==> src/rtl/fetch_pkg.sv <==
// Shared constants and the fetch queue entry layout for the fetch front end.
// Latency: n/a (types only). Backpressure: n/a.
// The entry struct here is the XLEN=32 layout; the stage builds the same shape for its own XLEN.
package fetch_pkg;

  localparam int          INSTR_W   = 32;
  localparam int          PC_STEP   = 4;
  localparam logic [31:0] NOP_INSTR = 32'h0000_0013;

  typedef struct packed {
    logic [INSTR_W-1:0] instr;
    logic [31:0]        pc;
    logic [31:0]        pc_plus4;
  } fq_entry_t;

endpackage

==> src/rtl/fetch_fifo.sv <==
// Generic synchronous FIFO with synchronous flush and full/empty/count status.
// Latency: a pushed word reaches the head the cycle after the push (no bypass).
// Backpressure: a push while full is taken only when a pop frees a slot in the same cycle.
module fetch_fifo #(
  parameter int  WIDTH = 32,
  parameter int  DEPTH = 4,
  localparam int AW    = (DEPTH > 1) ? $clog2(DEPTH) : 1,
  localparam int CW    = $clog2(DEPTH + 1)
) (
  input  logic             clk,
  input  logic             rst,
  input  logic             flush,
  input  logic             push,
  input  logic [WIDTH-1:0] push_dat,
  input  logic             pop,
  output logic [WIDTH-1:0] head_dat,
  output logic             full,
  output logic             empty,
  output logic [CW-1:0]    count
);

  logic [WIDTH-1:0] mem [DEPTH];
  logic [AW-1:0]    wr_ptr;
  logic [AW-1:0]    rd_ptr;
  logic             do_push;
  logic             do_pop;

  // Explicit wrap so non-power-of-two depths (pending-PC tracker) also work.
  function automatic logic [AW-1:0] ptr_inc(input logic [AW-1:0] p);
    return (p == AW'(DEPTH - 1)) ? '0 : p + AW'(1);
  endfunction

  assign empty    = (count == '0);
  assign full     = (count == CW'(DEPTH));
  assign do_pop   = pop && !empty;
  assign do_push  = push && (!full || do_pop);
  assign head_dat = mem[rd_ptr];

  always_ff @(posedge clk or posedge rst) begin
    if (rst) begin
      wr_ptr <= '0;
      rd_ptr <= '0;
      count  <= '0;
    end else if (flush) begin
      wr_ptr <= '0;
      rd_ptr <= '0;
      count  <= '0;
    end else begin
      if (do_push) wr_ptr <= ptr_inc(wr_ptr);
      if (do_pop)  rd_ptr <= ptr_inc(rd_ptr);
      count <= count + CW'(do_push) - CW'(do_pop);
    end
  end

  always_ff @(posedge clk) begin
    if (do_push && !flush) mem[wr_ptr] <= push_dat;
  end

endmodule

==> src/rtl/fetch_queue_stage.sv <==
// Fetch stage: credit-limited imem requests, in-order responses buffered in a DEPTH-entry decode queue.
// Latency: response to dec_valid is 1 cycle; a redirect leaves the queue empty on the following cycle.
// Backpressure: issue stalls on MAX_OUTST or queue credit; dec_ready low holds the head. FETCH_PERF_EN adds perf counters.
module fetch_queue_stage
  import fetch_pkg::*;
#(
  parameter int              XLEN      = 32,
  parameter int              DEPTH     = 4,
  parameter int              MAX_OUTST = 2,
  parameter logic [XLEN-1:0] RESET_PC  = '0
) (
  input  logic               clk,
  input  logic               rst,
  output logic               imem_req_valid,
  input  logic               imem_req_ready,
  output logic [XLEN-1:0]    imem_req_addr,
  input  logic               imem_rsp_valid,
  input  logic [INSTR_W-1:0] imem_rsp_data,
  input  logic               redirect_valid,
  input  logic [XLEN-1:0]    redirect_pc,
  output logic               dec_valid,
  input  logic               dec_ready,
  output logic [INSTR_W-1:0] dec_instr,
  output logic [XLEN-1:0]    dec_pc,
  output logic [XLEN-1:0]    dec_pc_plus4
`ifdef FETCH_PERF_EN
  ,
  output logic [31:0]        perf_fetched,
  output logic [31:0]        perf_dropped
`endif
);

  localparam int OW  = $clog2(MAX_OUTST + 1);
  localparam int QCW = $clog2(DEPTH + 1);

  typedef struct packed {
    logic [INSTR_W-1:0] instr;
    logic [XLEN-1:0]    pc;
    logic [XLEN-1:0]    pc_plus4;
  } entry_t;

  logic [XLEN-1:0] fetch_pc;
  logic [OW-1:0]   outstanding;
  logic [OW-1:0]   drop_cnt;
  logic            req_fire;
  logic            rsp_keep;
  logic            rsp_drop;
  logic            q_push;
  logic            dec_fire;

  entry_t          q_push_dat;
  entry_t          q_head;
  entry_t          last_head;
  entry_t          dec_head;
  logic            q_full;
  logic            q_empty;
  logic [QCW-1:0]  q_count;

  logic [XLEN-1:0] pend_pc;
  logic            pend_full;
  logic            pend_empty;
  logic [OW-1:0]   pend_count;

  // Stale responses are counted in outstanding, so credit stays conservative while draining them.
  assign imem_req_valid = !rst && !redirect_valid
                          && (int'(outstanding) < MAX_OUTST)
                          && ((int'(q_count) + int'(outstanding)) < DEPTH);
  assign imem_req_addr  = fetch_pc;
  assign req_fire       = imem_req_valid && imem_req_ready;

  assign rsp_drop = imem_rsp_valid && (drop_cnt != '0);
  assign rsp_keep = imem_rsp_valid && (drop_cnt == '0);
  assign q_push   = rsp_keep && !redirect_valid;

  assign q_push_dat = '{instr:    imem_rsp_data,
                        pc:       pend_pc,
                        pc_plus4: pend_pc + XLEN'(PC_STEP)};

  assign dec_valid    = !q_empty;
  assign dec_fire     = dec_valid && dec_ready;
  assign dec_head     = q_empty ? last_head : q_head;
  assign dec_instr    = dec_head.instr;
  assign dec_pc       = dec_head.pc;
  assign dec_pc_plus4 = dec_head.pc_plus4;

  fetch_fifo #(
    .WIDTH ($bits(entry_t)),
    .DEPTH (DEPTH)
  ) u_queue (
    .clk      (clk),
    .rst      (rst),
    .flush    (redirect_valid),
    .push     (q_push),
    .push_dat (q_push_dat),
    .pop      (dec_fire),
    .head_dat (q_head),
    .full     (q_full),
    .empty    (q_empty),
    .count    (q_count)
  );

  // PCs of live requests only; entries for squashed requests are flushed and tracked by drop_cnt.
  fetch_fifo #(
    .WIDTH (XLEN),
    .DEPTH (MAX_OUTST)
  ) u_pend (
    .clk      (clk),
    .rst      (rst),
    .flush    (redirect_valid),
    .push     (req_fire),
    .push_dat (fetch_pc),
    .pop      (rsp_keep),
    .head_dat (pend_pc),
    .full     (pend_full),
    .empty    (pend_empty),
    .count    (pend_count)
  );

  always_ff @(posedge clk or posedge rst) begin
    if (rst) begin
      fetch_pc    <= RESET_PC;
      outstanding <= '0;
      drop_cnt    <= '0;
      last_head   <= '0;
    end else begin
      if (redirect_valid)  fetch_pc <= redirect_pc;
      else if (req_fire)   fetch_pc <= fetch_pc + XLEN'(PC_STEP);

      outstanding <= outstanding + OW'(req_fire) - OW'(imem_rsp_valid);

      // Everything still in flight after this cycle belongs to the old path.
      if (redirect_valid)  drop_cnt <= outstanding - OW'(imem_rsp_valid);
      else if (rsp_drop)   drop_cnt <= drop_cnt - OW'(1);

      if (!q_empty) last_head <= q_head;
    end
  end

`ifdef FETCH_PERF_EN
  always_ff @(posedge clk or posedge rst) begin
    if (rst) begin
      perf_fetched <= '0;
      perf_dropped <= '0;
    end else begin
      if (q_push) perf_fetched <= perf_fetched + 32'd1;
      if (imem_rsp_valid && !q_push) perf_dropped <= perf_dropped + 32'd1;
    end
  end
`endif

  assert property (@(posedge clk) disable iff (rst) !(q_push && q_full));
  assert property (@(posedge clk) disable iff (rst) !(imem_rsp_valid && outstanding == '0));
  assert property (@(posedge clk) disable iff (rst) !(req_fire && pend_full));
  assert property (@(posedge clk) disable iff (rst) !(rsp_keep && pend_empty));
  assert property (@(posedge clk) disable iff (rst)
                   (int'(pend_count) + int'(drop_cnt)) == int'(outstanding));

endmodule
==> config.mk <==
export PLATFORM = sky130hd
export DESIGN_NAME = fetch_queue_stage
export DESIGN_NICKNAME = d
export VERILOG_FILES = /design/src/rtl/fetch_pkg.sv /design/src/rtl/fetch_fifo.sv /design/src/rtl/fetch_queue_stage.sv
export SDC_FILE = /design/constraint.sdc
export NUM_CORES = 1
export LEC_CHECK = 0
export BUFFER_PORTS_ARGS = -buffer_cell sky130_fd_sc_hd__buf_2
export CAP_MARGIN = 20
export CORE_MARGIN = 2
export CORE_UTILIZATION = 55
export CTS_BUF_LIST = sky130_fd_sc_hd__clkbuf_4
export CTS_CLUSTER_DIAMETER = 150
export DETAILED_ROUTE_END_ITERATION = 8
export GPL_ROUTABILITY_DRIVEN = 1
export MAX_ROUTING_LAYER = met4
export PLACE_DENSITY = 0.81
export SETUP_SLACK_MARGIN = 0.3
export SLEW_MARGIN = 20
export SYNTH_ARGS = -nofsm -noshare
export SYNTH_HDL_FRONTEND = slang
export SYNTH_SLANG_ARGS = --single-unit
==> constraint.sdc <==
create_clock -name clk -period 7.25 [get_ports clk]
set_input_delay 2.175 -clock clk [delete_from_list [all_inputs] [get_ports clk]]
set_output_delay 2.175 -clock clk [all_outputs]
set_load 0.005 [all_outputs]
== Yosys cells after proc, flatten, opt, wreduce, memory -nomap -nowiden ==
Memories as Yosys holds them, arrays and structs flattened.
Cells that the tools add are included.
Storage, ports and cells
  register bits after elaboration: 143
  output and inout bits: 130
  memory bits (read-only): 0
  memory bits (writable): 448
  memories kept: 2
  latch bits: 0
  logic and storage cells: 90
Operators by class
  shift-type cells: 0
  muxes and demuxes: 23
  add/sub/neg operators: 15
  $lt $le $gt $ge: 2
  eq/ne operators: 4
  $mul: 0
  reduce and logical (&&, ||, !) cells: 32
  divide/modulo/power cells: 0
  bitwise gates (word level): 0
Memory list
  u_queue.mem: words 4, bits a word 96, read ports 1, clocked after memory_dff 0, write ports 1, line fetch_fifo.sv:22  | logic [WIDTH-1:0] mem [DEPTH];
  u_pend.mem: words 2, bits a word 32, read ports 1, clocked after memory_dff 0, write ports 1, line fetch_fifo.sv:22
Operator list (count)
  96-bit two-way mux: 1
  32-bit by 3-bit adder with 32-bit output (second input constant): 2
  32-bit two-way mux: 2
  2-bit two-way mux: 9
  1-bit logical AND: 14
  2-bit nonzero test: 7
  1-bit two-way mux: 10
  2-bit equality test (second input constant): 3
  1-bit zero test: 6
  2-bit by 1-bit subtractor with 2-bit output: 3
  2-bit by 1-bit adder with 2-bit output: 2
  2-bit by 1-bit adder with 2-bit output (second input constant): 2
  3-bit by 2-bit adder with 4-bit output: 1
  2-bit zero test: 2
  4-bit by 3-bit less-than comparator with 1-bit output (second input constant): 1
  3-bit by 1-bit adder with 3-bit output: 1
  3-bit equality test (second input constant): 1
  3-bit zero test: 1
  3-bit two-way mux: 1
  3-bit by 1-bit subtractor with 3-bit output: 1
  1-bit adder (second input constant): 2
  1-bit logical OR: 2
  2-bit less-than comparator (second input constant): 1
  2-bit by 1-bit subtractor with 2-bit output (second input constant): 1

== Depth between registers and ports, before layout ==
  depth after elaboration: 9
  gate-level depth with buffers: 12
  mapped depth without buffers: 11

== Hierarchy ==
From an unflattened synthesis, not the netlist that was laid out.
Second synthesis, totals
  cell total of the unflattened synthesis: 1208
  area, all modules: 23174.7 sq um
Modules (own cells, without submodules)
  fetch_fifo (u_queue): area each 14305.0 sq um, instances 1, cells each 548
  fetch_queue_stage: area each 6303.5 sq um, instances 1, cells each 530
  fetch_fifo (u_pend): area each 2566.2 sq um, instances 1, cells each 130

== Worst setup path before layout ==
OpenSTA, ideal clock, no wires.
  path kind: input to register
  start point: in redirect_valid
  end point: mem u_queue.mem[0][10] (netlist bit) (enable)
  data arrival time: 4.931 ns
  slack: 1.856 ns
  path buffers: 1
  cell stages on the path: 3
  data required time: 6.787 ns
  cells stage by stage: clkbuf_1 > nor3_1 > and2_1
On the way
  longest elaborated chain between the ends: 6
RTL lines
  start: declaration: line fetch_queue_stage.sv:19  | input logic redirect_valid,
  1-bit zero test (*): line fetch_fifo.sv:56, fetch_queue_stage.sv:73
  1-bit logical AND: line fetch_queue_stage.sv:73  | assign q_push = rsp_keep && !redirect_valid;
  1-bit logical AND: line fetch_fifo.sv:36  | assign do_push = push && (!full || do_pop);
  1-bit logical AND (*): line fetch_fifo.sv:56  | if (do_push && !flush) mem[wr_ptr] <= push_dat;
  1-bit two-way mux (*): line fetch_fifo.sv:56
  1-bit two-way mux (implied by the code) (*): line fetch_fifo.sv:56
  end: declaration: line fetch_fifo.sv:22
Every way passes the cells marked *; elsewhere a longest branch is shown, timed or not.

== Worst setup path after layout ==
  start point: in redirect_valid
  end point: out imem_req_valid
On the way
  longest elaborated chain between the ends: 4
RTL lines
  1-bit zero test: line fetch_queue_stage.sv:65  | assign imem_req_valid = !rst && !redirect_valid
  1-bit logical AND: line fetch_queue_stage.sv:65
  1-bit logical AND: line fetch_queue_stage.sv:66  | && (int'(outstanding) < MAX_OUTST)
  1-bit logical AND: line fetch_queue_stage.sv:67  | && ((int'(q_count) + int'(outstanding)) < DEPTH);
  end: declaration: line fetch_queue_stage.sv:14  | output logic imem_req_valid,
Every way passes these cells.

==> flow_metrics.py <==
metrics = {
    "outcome": {
        "status": "finished clean",
    },
    "sta": {
        "skew_ns": 0.04982,
        "max_slew.worst_pin.slew_ns": 1.079,
        "setup_tns_ns": 0,
        "max-slew-margin-rel": 0.2804,
        "hold_violations": 0,
        "fin_crit_sh": 0.7590,
        "fmax_ghz": 0.1817,
        "whs_ns": 0.4562,
        "finalMaxSlewViolations": 0,
        "min_period_ns": 5.503,
        "setup_ws_ns": 1.747,
        "rsz0062_at_grt": "no",
        "setup_viol": 0,
    },
    "critical_path": {
        "cpMaxStageDelayCell": "buf_2",
        "reg2regPathDepth": 8,
        "reg2reg_from": "u_pend.rd_ptr$_DFFE_PP0P_",
        "crit_family": "buffers and inverters",
        "path_buf_inv": 2,
        "critical_path_peak_fanout": 49,
        "reg2reg_slack_ns": 3.40,
        "r2r_end": "u_queue.mem[0][26]$_DFFE_PP_",
        "arrival_ns": 3.33,
        "crit_type": "in -> out",
        "crit_top_cell": "buf_2",
        "cp.required_ns": 5.08,
        "critPathMaxStageDelay_ns": 0.66,
        "start_kind": "input port",
        "cp-end-kind": "output pin",
        "path_cells": "buf_2 > nor4_1 > and3b_1 > buf_2",
    },
    "drt": {
        "drcViolationCount": 0,
        "drtPass1Iterations": 5,
        "ant_nets": 0,
        "routed_wl_um": 47130,
        "drt_iter0_markers": 1046,
        "vias_per_cell": 5.564,
        "vias": 13340,
        "avgRoutedWirePerCell_um": 19.66,
    },
    "yosys": {
        "ys_warn_count": 0,
        "synth_cell_type_count": 60,
        "synth_top_area_frac": 0.5771,
        "synth-main-ff-cell": "edfxtp_1",
        "synth-seq-area-share": 0.7335,
        "synth-seq-cells": 583,
        "synth_top_area_cell": "edfxtp_1",
        "synth_edf_count": 440,
        "synth_area_um2": 22890,
        "netlist_top_cells_area": "edfxtp_1 58%, dfrtp_1 16%, mux4_2 9.2%",
        "netlist_instances": 1433,
        "syn_avg_cell_area_um2": 15.98,
        "async_reset_ff_frac": 0.2453,
        "syn_nets": 1520,
    },
    "layout": {
        "area_growth_pct": 15.70,
        "layout_commonest_cell": "edfxtp_1",
        "final_cell_mix": "440 x edfxtp_1, 354 x nand2_1, 236 x clkbuf_4",
        "fin_nets": 1826,
        "utilization": 0.6472,
        "drive_gt1_frac": 0.3242,
        "fillers": 2899,
    },
    "power": {
        "p_switching_uw": 2791,
        "p_per_area_nw_per_um2": 350.7,
        "vdd_drop_max_mv": 0.2247,
        "comb_power_share": 0.235,
        "clkPwrFrac": 0.307,
        "p_seq_frac": 0.458,
        "p_sw_frac": 0.3005,
        "p_int_uw": 6497,
        "p_leak_uw": 0.01017,
    },
    "clocking": {
        "clk_latency_ns": 0.86,
        "cts_max_level": 4,
        "clkSinkCount": 583,
        "postCtsHoldBufs": 0,
        "cts_resized": 0,
        "cts-root-buf": "clkbuf_4",
        "numCtsBuffers": 148,
        "cts_buffer_depth": 3,
        "clk_pin_slew_worst_paths_ns": 0.06,
        "cts_tree": "yes",
        "postCtsSetupBuffers": 0,
    },
    "die": {
        "die_h_um": 208.0,
        "die_area_um2": 43270,
        "start_util": 0.5594,
        "die_x_um": 208.0,
        "rows": 74,
        "core_um2": 40920,
        "pin_count": 200,
    },
    "run": {
        "maxCapViolations": 0,
    },
    "grt": {
        "grt_usage": 0.2300,
        "grt_pass1_wl_um": 74340,
        "grt_pass1_vias": 13570,
        "grt_max_degree": 97,
        "overflow": 0,
        "antenna_found_initial": 1,
    },
    "worst_hold_path": {
        "hold_end": "last_head[65]$_DFF_PP0_",
        "hold_depth": 2,
        "hp-class": "reg -> reg",
        "worstHoldStart": "last_head[65]$_DFF_PP0_",
    },
    "placement": {
        "dp_hpwl_um": 28770,
        "place_ws_ns": 1.764,
        "portBuffers": 199,
        "gp_congestion": 0.8527,
    },
}
per-layer routing:
metal	global-route usage	vias to the layer above	wire, um
met2	0.3439	587	22630
met3	0.06189	76	3858
li1	-	6086	-
met5	-	-	0
met4	0.08144	0	862
met1	0.3081	6589	19780
cells in the mapped netlist (2+ instances only):
library cell and count:
a21o_1 2, a21oi_1 11, a22oi_1 5, a31oi_1 7
a32o_1 3, and2_1 6, and3_1 3, buf_1 9
buf_2 9, clkbuf_1 43, clkinv_1 2, dfrtp_1 143
edfxtp_1 440, ha_1 16, inv_1 23, mux2_2 23
mux2i_1 8, mux4_2 94, nand2_1 354, nand2b_1 5
nand3_1 35, nand4_1 16, nand4b_1 4, nor2_1 33
nor2b_1 6, nor3_1 13, nor3b_1 3, nor4_1 7
o211ai_1 13, o21ai_0 14, o22ai_1 3, o311ai_0 7
or3_1 5, or4_1 3, xnor2_1 20, xor2_1 21
sequential cells by signal, summed over array words and instances (netlist names):
name and cells:
drop_cnt 2, imem_req_addr 32, last_head 96, outstanding 2, u_pend.count 2, u_pend.mem 64, u_pend.rd_ptr 1, u_pend.wr_ptr 1
u_queue.count 3, u_queue.mem 376, u_queue.rd_ptr 2, u_queue.wr_ptr 2
tightest hold or removal path, delay by kind of cell, from the launching register on:
family | cells | cell delay [ns]
AND/OR/NAND/NOR | 2 | 0.11
flip-flops | 1 | 0.32
metrics by stage:
stage / instances / area [um2] / power (uW)
finish: 2397 / 26490 / 9288
global route: 2397 / 26490 / 9865
CTS: 2395 / 26480 / 9417
detailed placement: 2121 / 24480 / 6547
global placement: 2121 / 24480 / 6469
floorplan: 1433 / 22890 / 5565
power groups by stage:
stage / combinational (uW) / clock (uW) / sequential (uW)
finish: 2180 / 2860 / 4250
global route: 2460 / 3110 / 4300
CTS: 2230 / 2930 / 4250
detailed placement: 2220 / 0 / 4320
global placement: 2170 / 0 / 4300
floorplan: 1350 / 0 / 4220
worst max-delay path by stage:
| stage | start | to | slack (ns) | depth (start not counted) |
|---|---|---|---|---|
| floorplan | rst | drop_cnt[0]$_DFFE_PP0P_ | 1.24 | 1 |
| global placement | redirect_valid | imem_req_valid | 1.81 | 4 |
| detailed placement | redirect_valid | imem_req_valid | 1.76 | 4 |
| CTS | u_queue.rd_ptr[1]$_DFFE_PP0P_ | dec_pc_plus4[1] | 1.62 | 5 |
| global route | u_queue.rd_ptr[0]$_DFFE_PP0P_ | dec_pc_plus4[1] | 1.50 | 5 |
| finish | redirect_valid | imem_req_valid | 1.75 | 4 |
cell type report:
cell class                      instances  area [um2]  area share
Sequential cell                       583       16800      0.6343
Multi-Input combinational cell        762        5767      0.2177
Clock buffer                          236        1772     0.06689
Timing Repair Buffer                  219        1150     0.04341
Tap cell                              532       665.6     0.02513
Clock inverter                         38       227.7    0.008597
Inverter                               25       100.1    0.003779
Antenna cell                            2       5.005   0.0001890
cells by family (layout without fill, tap and decap cells):
kind of cell / count (synthesis) / after routing / share of synthesized area
compound gates: 73 / 73 / 0.02170
xor+xnor: 41 / 41 / 0.01569
fa+ha+maj: 17 / 17 / 0.009619
buf+inv: 88 / 518 / 0.01541
flops: 583 / 583 / 0.7335
mux: 125 / 125 / 0.1073
other cells: 0 / 2 / 0
simple gates: 506 / 506 / 0.09685
Note: power is estimated with default switching activity, not from simulation.
